--- src/rtl/game_pkg.sv ---
// ----------------------------------------------------------------------------
// game_pkg
// Types and constants shared by the enemy stage sequencer and the enemy
// position calculator.
//   PHASE_1..PHASE_4 : formation phase codes
//   stage_state_t    : {phase[1:0], tick[6:0]} stage state word
//   stage_fsm_t      : sequencer states
//   MAX_ENEMY_DEF    : default enemy count / alive-mask width
//   PHASE_LEN_DEF    : default ticks per phase (legal 2..127)
// ----------------------------------------------------------------------------
package game_pkg;

    localparam logic [1:0] PHASE_1 = 2'b00;
    localparam logic [1:0] PHASE_2 = 2'b01;
    localparam logic [1:0] PHASE_3 = 2'b10;
    localparam logic [1:0] PHASE_4 = 2'b11;

    localparam int MAX_ENEMY_DEF = 15;
    localparam int PHASE_LEN_DEF = 71;

    typedef struct packed {
        logic [1:0] phase;
        logic [6:0] tick;
    } stage_state_t;

    typedef enum logic [1:0] {
        ST_IDLE  = 2'd0,
        ST_RUN   = 2'd1,
        ST_CLEAR = 2'd2
    } stage_fsm_t;

    // Phase is a plain modulo-4 counter: PHASE_4 wraps back to PHASE_1.
    function automatic logic [1:0] nextPhase(input logic [1:0] phase);
        return phase + 2'd1;
    endfunction

endpackage

--- src/rtl/enemy_stage_ctrl_if.sv ---
// ----------------------------------------------------------------------------
// enemy_stage_ctrl_if
// Collision-hit handshake between the collision detector and the enemy
// stage sequencer.
//   hit_valid : collision report valid
//   hit_index : index of the enemy that was hit
//   hit_ack   : one-cycle pulse, hit accepted and enemy killed
// Modports: master = collision detector, slave = sequencer.
// ----------------------------------------------------------------------------
interface enemy_stage_ctrl_if;
    logic       hit_valid;
    logic [3:0] hit_index;
    logic       hit_ack;

    modport master (output hit_valid, output hit_index, input hit_ack);
    modport slave  (input hit_valid, input hit_index, output hit_ack);
endinterface

--- src/rtl/enemy_stage_ctrl_phase_timer.sv ---
// ----------------------------------------------------------------------------
// phase_timer
// Tick/phase counter of the enemy formation. Each enabled cycle adds `step`
// to tick; once the sum reaches PHASE_LEN tick restarts at 0 (no remainder)
// and phase advances modulo 4.
//   clk, rst_n  : clock, async active-low reset
//   en          : advance this cycle
//   clr         : synchronous clear to {PHASE_1, 0}, wins over en
//   step        : tick increment (1 or 2)
//   stage_state : registered {phase, tick}
// ----------------------------------------------------------------------------
module phase_timer
    import game_pkg::*;
#(
    parameter int PHASE_LEN = PHASE_LEN_DEF
) (
    input  logic         clk,
    input  logic         rst_n,
    input  logic         en,
    input  logic         clr,
    input  logic [1:0]   step,
    output stage_state_t stage_state
);

    // 8-bit sum so tick (max 126) plus step (max 2) cannot overflow.
    logic [7:0] tickSum;

    assign tickSum = {1'b0, stage_state.tick} + {6'd0, step};

    always_ff @(posedge clk or negedge rst_n) begin
        if (!rst_n) begin
            stage_state <= '0;
        end else if (clr) begin
            stage_state.phase <= PHASE_1;
            stage_state.tick  <= 7'd0;
        end else if (en) begin
            if (tickSum >= 8'(PHASE_LEN)) begin
                stage_state.tick  <= 7'd0;
                stage_state.phase <= nextPhase(stage_state.phase);
            end else begin
                stage_state.tick  <= tickSum[6:0];
            end
        end
    end

endmodule

--- src/rtl/enemy_stage_ctrl.sv ---
// ----------------------------------------------------------------------------
// enemy_stage_ctrl
// Enemy formation sequencer: owns the alive mask and its population count,
// accepts collision hits, and drives the stage state {phase, tick} through
// phase_timer. Optional build macro ENEMY_SPEEDUP_EN: tick step becomes 2
// while 5 or fewer enemies are alive.
//   clk, rst_n  : clock, async active-low reset
//   start       : level-sampled stage start request (IDLE/CLEAR only)
//   frame_tick  : one pulse per video frame, advances formation in RUN
//   hit         : collision handshake (slave modport)
//   enemy_state : alive mask, bit i = enemy i alive
//   stage_state : {phase, tick}
//   alive_count : popcount of enemy_state, kept as a registered counter
//   running     : FSM in RUN
//   stage_clear : FSM in CLEAR
//
// state    | meaning
// ---------+-------------------------------------------------------------
// ST_IDLE  | after reset, waits for start, ignores frames and hits
// ST_RUN   | formation moves on frame_tick, hits kill enemies
// ST_CLEAR | last enemy killed, stage state frozen, waits for start
// ----------------------------------------------------------------------------
module enemy_stage_ctrl
    import game_pkg::*;
#(
    parameter int MAX_ENEMY = MAX_ENEMY_DEF,
    parameter int PHASE_LEN = PHASE_LEN_DEF
) (
    input  logic                  clk,
    input  logic                  rst_n,
    input  logic                  start,
    input  logic                  frame_tick,
    enemy_stage_ctrl_if.slave     hit,
    output logic [MAX_ENEMY-1:0]  enemy_state,
    output stage_state_t          stage_state,
    output logic [3:0]            alive_count,
    output logic                  running,
    output logic                  stage_clear
);

    localparam logic [MAX_ENEMY-1:0] ONE_HOT0 = {{(MAX_ENEMY-1){1'b0}}, 1'b1};

    stage_fsm_t           state;
    logic [MAX_ENEMY-1:0] maskShifted;
    logic                 hitInRange;
    logic                 hitAccept;
    logic                 stageInit;
    logic                 timerEn;
    logic [1:0]           step;

    // Shifting instead of indexing keeps an out-of-range index harmless.
    assign maskShifted = enemy_state >> hit.hit_index;
    assign hitInRange  = int'(hit.hit_index) < MAX_ENEMY;
    assign hitAccept   = (state == ST_RUN) && hit.hit_valid && hitInRange && maskShifted[0];

    assign stageInit   = (state != ST_RUN) && start;
    assign timerEn     = (state == ST_RUN) && frame_tick;

`ifdef ENEMY_SPEEDUP_EN
    // Uses the registered count, so a hit in the same cycle does not
    // change this cycle's step.
    assign step = (alive_count <= 4'd5) ? 2'd2 : 2'd1;
`else
    assign step = 2'd1;
`endif

    phase_timer #(
        .PHASE_LEN (PHASE_LEN)
    ) u_phase_timer (
        .clk         (clk),
        .rst_n       (rst_n),
        .en          (timerEn),
        .clr         (stageInit),
        .step        (step),
        .stage_state (stage_state)
    );

    always_ff @(posedge clk or negedge rst_n) begin
        if (!rst_n) begin
            state       <= ST_IDLE;
            enemy_state <= '0;
            alive_count <= 4'd0;
            hit.hit_ack <= 1'b0;
            running     <= 1'b0;
            stage_clear <= 1'b0;
        end else begin
            hit.hit_ack <= 1'b0;
            case (state)
                ST_IDLE, ST_CLEAR: begin
                    if (start) begin
                        state       <= ST_RUN;
                        enemy_state <= '1;
                        alive_count <= 4'(MAX_ENEMY);
                        running     <= 1'b1;
                        stage_clear <= 1'b0;
                    end
                end
                ST_RUN: begin
                    if (hitAccept) begin
                        enemy_state <= enemy_state & ~(ONE_HOT0 << hit.hit_index);
                        alive_count <= alive_count - 4'd1;
                        hit.hit_ack <= 1'b1;
                        if (alive_count == 4'd1) begin
                            state       <= ST_CLEAR;
                            running     <= 1'b0;
                            stage_clear <= 1'b1;
                        end
                    end
                end
                default: begin
                    state       <= ST_IDLE;
                    running     <= 1'b0;
                    stage_clear <= 1'b0;
                end
            endcase
        end
    end

endmodule

--- src/flat_wrapper.sv ---
// flat-port wrapper written by rule: the top's interface ports become plain ports
module enemy_stage_ctrl_flat import game_pkg::*;
#(
    parameter int MAX_ENEMY = MAX_ENEMY_DEF,
    parameter int PHASE_LEN = PHASE_LEN_DEF
)
  (clk, rst_n, start, frame_tick, enemy_state, stage_state, alive_count, running, stage_clear, hit_hit_valid, hit_hit_index, hit_hit_ack);
  enemy_stage_ctrl_if hit_i ();
  input  logic clk;
  input  logic rst_n;
  input  logic start;
  input  logic frame_tick;
  output logic [MAX_ENEMY-1:0] enemy_state;
  output stage_state_t stage_state;
  output logic [3:0] alive_count;
  output logic running;
  output logic stage_clear;
  input wire logic [$bits(hit_i.hit_valid)-1:0] hit_hit_valid;
  input wire logic [$bits(hit_i.hit_index)-1:0] hit_hit_index;
  output wire logic [$bits(hit_i.hit_ack)-1:0] hit_hit_ack;
  assign hit_i.hit_valid = hit_hit_valid;
  assign hit_i.hit_index = hit_hit_index;
  assign hit_hit_ack = hit_i.hit_ack;
  enemy_stage_ctrl #(.MAX_ENEMY(MAX_ENEMY), .PHASE_LEN(PHASE_LEN)) u_core (.clk(clk), .rst_n(rst_n), .start(start), .frame_tick(frame_tick), .hit(hit_i), .enemy_state(enemy_state), .stage_state(stage_state), .alive_count(alive_count), .running(running), .stage_clear(stage_clear));
endmodule
--- config.mk ---
export PLATFORM = sky130hd
export DESIGN_NAME = enemy_stage_ctrl_flat
export DESIGN_NICKNAME = d
export VERILOG_FILES = /design/src/rtl/game_pkg.sv /design/src/rtl/enemy_stage_ctrl_if.sv /design/src/rtl/enemy_stage_ctrl_phase_timer.sv /design/src/rtl/enemy_stage_ctrl.sv /design/src/flat_wrapper.sv
export SDC_FILE = /design/constraint.sdc
export NUM_CORES = 1
export LEC_CHECK = 0
export CORE_MARGIN = 4
export CORE_UTILIZATION = 45
export CTS_CLUSTER_DIAMETER = 120
export DETAILED_ROUTE_END_ITERATION = 16
export PLACE_DENSITY = 0.75
export SYNTH_ARGS = -nofsm -noshare
export SYNTH_HDL_FRONTEND = slang
export SYNTH_SLANG_ARGS = --single-unit
--- constraint.sdc ---
create_clock -name clk -period 1.8 [get_ports clk]
set_clock_uncertainty 0.1 [all_clocks]
set_input_delay 0.18 -clock clk [delete_from_list [all_inputs] [get_ports clk]]
set_output_delay 0.18 -clock clk [all_outputs]
set_load 0.1 [all_outputs]
==> impl_metrics.py, run 1 <==
metrics = {
    "synthesis": {
        "synth_fa_ha_area_frac": 0.0330,
        "async_flop_share": 1.00,
        "syn-num-nets": 198,
        "synth_common_cells": "dfrtp_1, nand2_1, a21o_1, o21ai_0, nor2_1",
        "synth_top_family_by_area": "compound AO/OA/AOI/OAI gates",
        "netlist_instances": 185,
        "ys_seq_area_frac": 0.454,
        "synth_compound_area_frac": 0.217,
        "synth_edf_count": 0,
        "synth.mux.area_fraction": 0.0516,
        "ys_seq_elements": 33,
        "syn_area_um2": 1820,
        "synth_simple_gate_area_frac": 0.197,
        "syn_avg_cell_area_um2": 9.83,
        "yosysMostFrequentCell": "dfrtp_1",
        "ys_types": 55,
        "synthXorXnorAreaFrac": 0.00481,
        "synth_flop_cell": "dfrtp_1",
        "synthTopCellsByArea": "dfrtp_1, nand2_1, a21o_1, ha_1, o21ai_0",
        "yosys.area.top_type_share": 0.454,
        "synth_area_leader_cell": "dfrtp_1",
        "yosys_warnings": 0,
    },
    "route": {
        "avgRoutedWirePerCell_um": 19.3,
        "vias": 1875,
        "antenna_left": 0,
        "vias_per_cell": 5.90,
        "drt_iter0_drc": 133,
        "drcViolationCount": 0,
        "firstDrtPassIters": 4,
        "finalWirelength_um": 6150,
    },
    "clocking": {
        "path_clk_slew_ns": 0.07,
        "cts_tree": "done",
        "worstSkewPairLatency_ns": 0.29,
        "cts_buffer_depth": 2,
        "cts_buffers": 5,
        "postCtsHoldBufs": 0,
        "htreeDepth": 2,
        "cts.sinks": 33,
        "clockRootBuffer": "clkbuf_8",
    },
    "sta": {
        "fin_ws_ns": -0.162,
        "slew_viol_final": 0,
        "final-hold-violation-count": 0,
        "rsz0062_at_grt": "yes",
        "finalSetupTns_ns": -1.05,
        "tightest_slew_ns": 0.705,
        "setup_violations": 13,
        "holdWs_ns": 0.195,
        "period_needed_ns": 1.96,
        "post-route-period-util": 1.09,
        "max_slew_margin": 0.529,
        "max_freq_mhz": 510,
    },
    "status": {
        "status": "finished with violations",
        "violations": "setup timing",
    },
    "critical_path": {
        "critPathRequiredTime_ns": 1.87,
        "path_cells": "mux4_2 -> o211a_4 -> nor2_4 -> inv_2 -> o311a_1",
        "start_kind": "flip-flop",
        "critPathSlowestCell": "mux4_2",
        "critPathMaxStageDelay_ns": 0.48,
        "worstSetupPathType": "reg -> reg",
        "critical_path_arrival_ns": 2.03,
        "crit_path_max_fanout": 6,
        "endpoint_kind": "flip-flop",
    },
    "power_and_ir_drop": {
        "irDropWorstVdd_mv": 0.940,
        "p_per_area_nw_per_um2": 1550,
        "p_leak_nw": 1.36,
    },
    "layout": {
        "fillers": 178,
        "regArea_um2": 885,
        "nNetsFinal": 282,
        "postLayoutCoreUtil": 0.853,
        "drive_gt1_frac": 0.533,
        "syn_to_final_growth_pct": 76.8,
        "diodes": 0,
        "multiInputGateArea_um2": 1100,
    },
    "floorplanning": {
        "die_w_um": 71.6,
        "ioPinCount": 40,
        "die-area_um2": 5120,
        "rows": 22,
        "fp.coreArea_um2": 3770,
        "die_h_um": 71.6,
        "start_util": 0.482,
    },
    "global_route": {
        "grt-ovfl-total": 0,
        "grt_usage": 0.234,
        "grt_pass1_wl_um": 9390,
        "grt_max_degree": 34,
        "antenna_found_initial": 0,
        "grt_pass1_vias": 2018,
    },
    "run": {
        "drv_cap": 0,
    },
    "place": {
        "place_ws_ns": -0.604,
        "gp_congestion": 0.838,
        "portBuffers": 39,
        "hpwl_um": 3850,
    },
    "worst_hold_path": {
        "hp-class": "in -> async",
    },
}
-- cell usage in the layout, fill, tap and decap left out, drive strengths merged, types with 3 or more instances in the layout --
master / Yosys / layout
buf: 4 / 78
dfrtp: 33 / 33
nand2: 24 / 24
a21o: 10 / 10
nor2: 10 / 10
o21ai: 10 / 10
inv: 8 / 8
nand2b: 7 / 7
a21oi: 7 / 7
clkdlybuf4s50: 0 / 6
clkbuf: 5 / 6
nand3: 4 / 4
o22ai: 4 / 4
o31ai: 4 / 4
ha: 4 / 4
mux2i: 3 / 3
a22o: 3 / 3
mux2: 3 / 3
nor3: 3 / 3
-- final timing paths --
check	cells past startpoint	endpoint	slack [ns]	startpoint
max	5	u_core.alive_count[3]	-0.16	u_core.enemy_state[10]
min	2	u_core.u_phase_timer.stage_state[7]	0.19	rst_n
max reg2reg	5	u_core.alive_count[3]	-0.16	u_core.enemy_state[10]
min reg2reg	1	u_core.u_phase_timer.stage_state[8]	0.44	u_core.u_phase_timer.stage_state[8]
max in group asynchronous	2	u_core.enemy_state[14]	1.05	rst_n
min in group clk	3	u_core.enemy_state[12]	0.40	hit_hit_index[1]
-- critical path, delay by kind of cell, from the launching register on --
kind / cells / cell delay [ns]
flops: 1 / 0.47
buf+inv: 1 / 0.06
simple gates: 1 / 0.14
mux: 1 / 0.48
compound gates: 2 / 0.59
-- cell type report --
| type | count | area share |
|---|---|---|
| Multi-Input combinational cell | 135 | 0.342 |
| Tap cell | 48 | 0.0187 |
| Sequential cell | 33 | 0.275 |
| Inverter | 8 | 0.00933 |
| Clock inverter | 2 | 0.00311 |
| Clock buffer | 6 | 0.0226 |
| Timing Repair Buffer | 86 | 0.329 |
-- state kept, by name, summed over array words and instances, names as in the netlist --
| register | count |
|---|---|
| u_core.enemy_state | 15 |
| u_core.u_phase_timer.stage_state | 9 |
| u_core.alive_count | 4 |
| u_core.state | 2 |
| u_core.hit.hit_ack | 1 |
| u_core.running | 1 |
| u_core.stage_clear | 1 |
-- logic make-up after synthesis --
| kind of cell | Yosys count |
|---|---|
| fa+ha+maj | 5 |
| compound gates | 54 |
| buf+inv | 17 |
| simple gates | 68 |
| mux | 7 |
| flops | 33 |
| xor+xnor | 1 |
-- layer usage --
metal | track usage | part of all wire
met1 | 0.263 | 0.39
met2 | 0.405 | 0.51
met3 | 0.0505 | 0.053
met4 | 0.140 | 0.049
met5 | 0 | 0
-- power by group --
part | total (W) | switching, W | internal (W)
registers | 0.00119 | 0.000241 | 0.000952
clock network | 0.000558 | 0.000290 | 0.000268
logic | 0.00324 | 0.00195 | 0.00129
-- through the flow --
stage	power (W)	std cells	area [um2]
after floorplan	0.00285	185	1930
after global placement	0.00392	304	2910
after detailed placement	0.00401	304	2910
after global routing	0.00517	318	3220
final	0.00499	318	3220
after CTS	0.00478	315	3120
-- timing repair --
item / CTS / global route
gates resized for setup: 19 / 17
setup endpoints to repair: 26 / 27
setup buffers: 3 / 4
pin swaps: 7 / 15
Power figures use the tool's default switching activity.
==> run 2: changes to the inputs <==
--- a/config.mk
+++ b/config.mk
@@ -6,10 +6,11 @@
 export NUM_CORES = 1
 export LEC_CHECK = 0
 export CORE_MARGIN = 4
-export CORE_UTILIZATION = 45
+export CORE_UTILIZATION = 54
 export CTS_CLUSTER_DIAMETER = 120
 export DETAILED_ROUTE_END_ITERATION = 16
-export PLACE_DENSITY = 0.75
+export PLACE_DENSITY = 0.85
 export SYNTH_ARGS = -nofsm -noshare
 export SYNTH_HDL_FRONTEND = slang
 export SYNTH_SLANG_ARGS = --single-unit
+export TNS_END_PERCENT = 50
==> constraint.sdc (replaced) <==
create_clock -name clk -period 2.3 [get_ports clk]
set_clock_uncertainty 0.1 [all_clocks]
set_input_delay 0.23 -clock clk [delete_from_list [all_inputs] [get_ports clk]]
set_output_delay 0.23 -clock clk [all_outputs]
set_load 0.1 [all_outputs]
==> run 2 against run 1 <==
Compared with the run above:
- clock power down 19%
- non-clock buffer count fell by 34
- via count down 14%
- combinational power shrank 49%
- flip-flop and latch count did not move
- die area fell by 15%
- critical endpoint is now u_core.alive_count[1]
- the flow now finishes without violations
- sequential share of layout area up 8.2 points
- utilization down 11 points
- largest power group unchanged
==> impl_metrics.py, run 2 (same netlist as run 1, synthesis figures left out) <==
metrics = {
    "status": {
        "status": "complete, no violations",
    },
    "place": {
        "portBuffers": 39,
        "gp_congestion": 0.869,
        "hpwl_um": 3180,
    },
    "floorplanning": {
        "die_w_um": 66.0,
        "fp.coreArea_um2": 3130,
        "rows": 20,
        "ioPinCount": 40,
        "die-area_um2": 4360,
        "die_h_um": 66.0,
        "start_util": 0.582,
    },
    "layout": {
        "syn_to_final_growth_pct": 28.1,
        "diodes": 0,
        "largest_register_ff_count": 15,
        "multiInputGateArea_um2": 917,
        "regArea_um2": 832,
        "reg_top3": "u_core.enemy_state: 15 flops, u_core.u_phase_timer.stage_state: 9 flops, u_core.alive_count: 4 flops",
        "nNetsFinal": 248,
        "top_register": "u_core.enemy_state",
        "fillers": 234,
        "drive_gt1_frac": 0.275,
        "layout_common_cells": "buf_4, dfrtp_1, nand2_1",
        "final_common_cell": "buf_4",
    },
    "global_route": {
        "grt_usage": 0.223,
        "grt_pass1_wl_um": 7440,
        "grt_pass1_vias": 1563,
        "antenna_found_initial": 0,
        "grt_max_degree": 34,
        "grt-ovfl-total": 0,
    },
    "sta": {
        "setup_violations": 0,
        "post-route-period-util": 0.941,
        "period_needed_ns": 2.16,
        "rsz0062_at_grt": "no",
        "max_slew_margin": 0.622,
        "finalSetupTns_ns": 0,
        "slew_viol_final": 0,
        "max_freq_mhz": 462,
        "tightest_slew_ns": 0.567,
        "final-hold-violation-count": 0,
    },
    "clocking": {
        "post_cts_buffers": 0,
        "path_clk_slew_ns": 0.10,
        "postCtsHoldBufs": 0,
        "cts_buffers": 5,
        "clockRootBuffer": "clkbuf_4",
        "cts_resized": 0,
        "worstSkewPairLatency_ns": 0.34,
        "cts_tree": "done",
        "cts_buffer_depth": 2,
        "cts.sinks": 33,
        "htreeDepth": 2,
    },
    "route": {
        "vias": 1604,
        "firstDrtPassIters": 4,
        "vias_per_cell": 5.73,
        "avgRoutedWirePerCell_um": 15.4,
        "antenna_left": 0,
        "drt_iter0_drc": 126,
        "finalWirelength_um": 4310,
        "drcViolationCount": 0,
    },
    "critical_path": {
        "crit_path_max_fanout": 6,
        "endpoint_kind": "flip-flop",
        "rr_worst_depth": 6,
        "reg2reg_from": "u_core.u_phase_timer.stage_state[0]",
        "critical_path_arrival_ns": 2.27,
        "r2r_end": "u_core.u_phase_timer.stage_state[8]",
        "critPathRequiredTime_ns": 2.41,
        "start_kind": "input pin",
        "worstSetupPathType": "in -> reg",
        "r2r_slack_ns": 0.23,
    },
    "power_and_ir_drop": {
        "p_per_area_nw_per_um2": 1280,
        "irDropWorstVdd_mv": 0.991,
        "p_leak_nw": 1.01,
        "finalPower_w": 0.00299,
    },
    "worst_hold_path": {
        "hp-class": "in -> async",
    },
    "run": {
        "drv_cap": 0,
    },
}
[run 2: final cells by class]
cell class              count  share of cell area
multi-input cells         135               0.394
flip-flops and latches     33               0.357
repair buffers             52               0.176
clock buffers               7              0.0236
well taps                  44              0.0236
clock inverters             1              0.0129
inverters                   8              0.0129
[run 2: through the flow]
step	worst slack [ns]	cells	utilization	hold WS, ns	instance area, um2
2_1_floorplan	-0.0801	185	-	-0.166	1830
3_3_place_gp	-0.0765	272	0.718	0.369	2240
3_5_place_dp	-0.190	272	0.718	0.383	2240
4_1_cts	0.160	280	0.745	0.183	2330
5_1_grt	0.0681	280	0.745	0.199	2330
6_report	0.136	280	0.745	0.175	2330
[run 2: critical path, stage by stage]
cell and delay [ns]:
clkdlybuf4s50_1 0.56, buf_4 0.19, mux2_2 0.34, o22a_1 0.23, and3_4 0.21, buf_4 0.14
nor4_1 0.31, a21oi_1 0.07
[run 2: how the worst max path moves through the flow]
stage / slack (ns) / start / end
5_1_grt: 0.07 / hit_hit_index[0] / u_core.alive_count[1]
6_report: 0.14 / hit_hit_index[0] / u_core.alive_count[1]
3_5_place_dp: -0.19 / hit_hit_index[0] / u_core.alive_count[1]
2_1_floorplan: -0.08 / u_core.enemy_state[4] / u_core.alive_count[3]
4_1_cts: 0.16 / hit_hit_index[0] / u_core.alive_count[1]
3_3_place_gp: -0.08 / hit_hit_index[0] / u_core.alive_count[3]
[run 2: power by group]
| part | switching (W) | leakage (nW) | internal, W | total, W |
|---|---|---|---|---|
| Sequential | 0.000166 | 0.351 | 0.000714 | 0.000880 |
| Combinational | 0.00122 | 0.611 | 0.000440 | 0.00166 |
| Clock | 0.000194 | 0.0455 | 0.000260 | 0.000454 |
| Total | 0.00158 | 1.01 | 0.00141 | 0.00299 |
[run 2: per-layer routing]
layer	vias to the layer above	part of all wire	global-route usage
li1	778	-	-
met1	774	0.45	0.284
met2	44	0.47	0.362
met3	8	0.064	0.0697
met4	0	0.016	0.0685
met5	-	0	0
==> run 3: changes to the inputs <==
--- a/config.mk
+++ b/config.mk
@@ -9,6 +9,7 @@
 export CORE_UTILIZATION = 54
 export CTS_CLUSTER_DIAMETER = 120
 export DETAILED_ROUTE_END_ITERATION = 16
+export GPL_ROUTABILITY_DRIVEN = 0
 export PLACE_DENSITY = 0.85
 export SYNTH_ARGS = -nofsm -noshare
 export SYNTH_HDL_FRONTEND = slang
==> results of run 3 <==
Same layout as run 2: the final DEF is identical, and so are final timing and power.
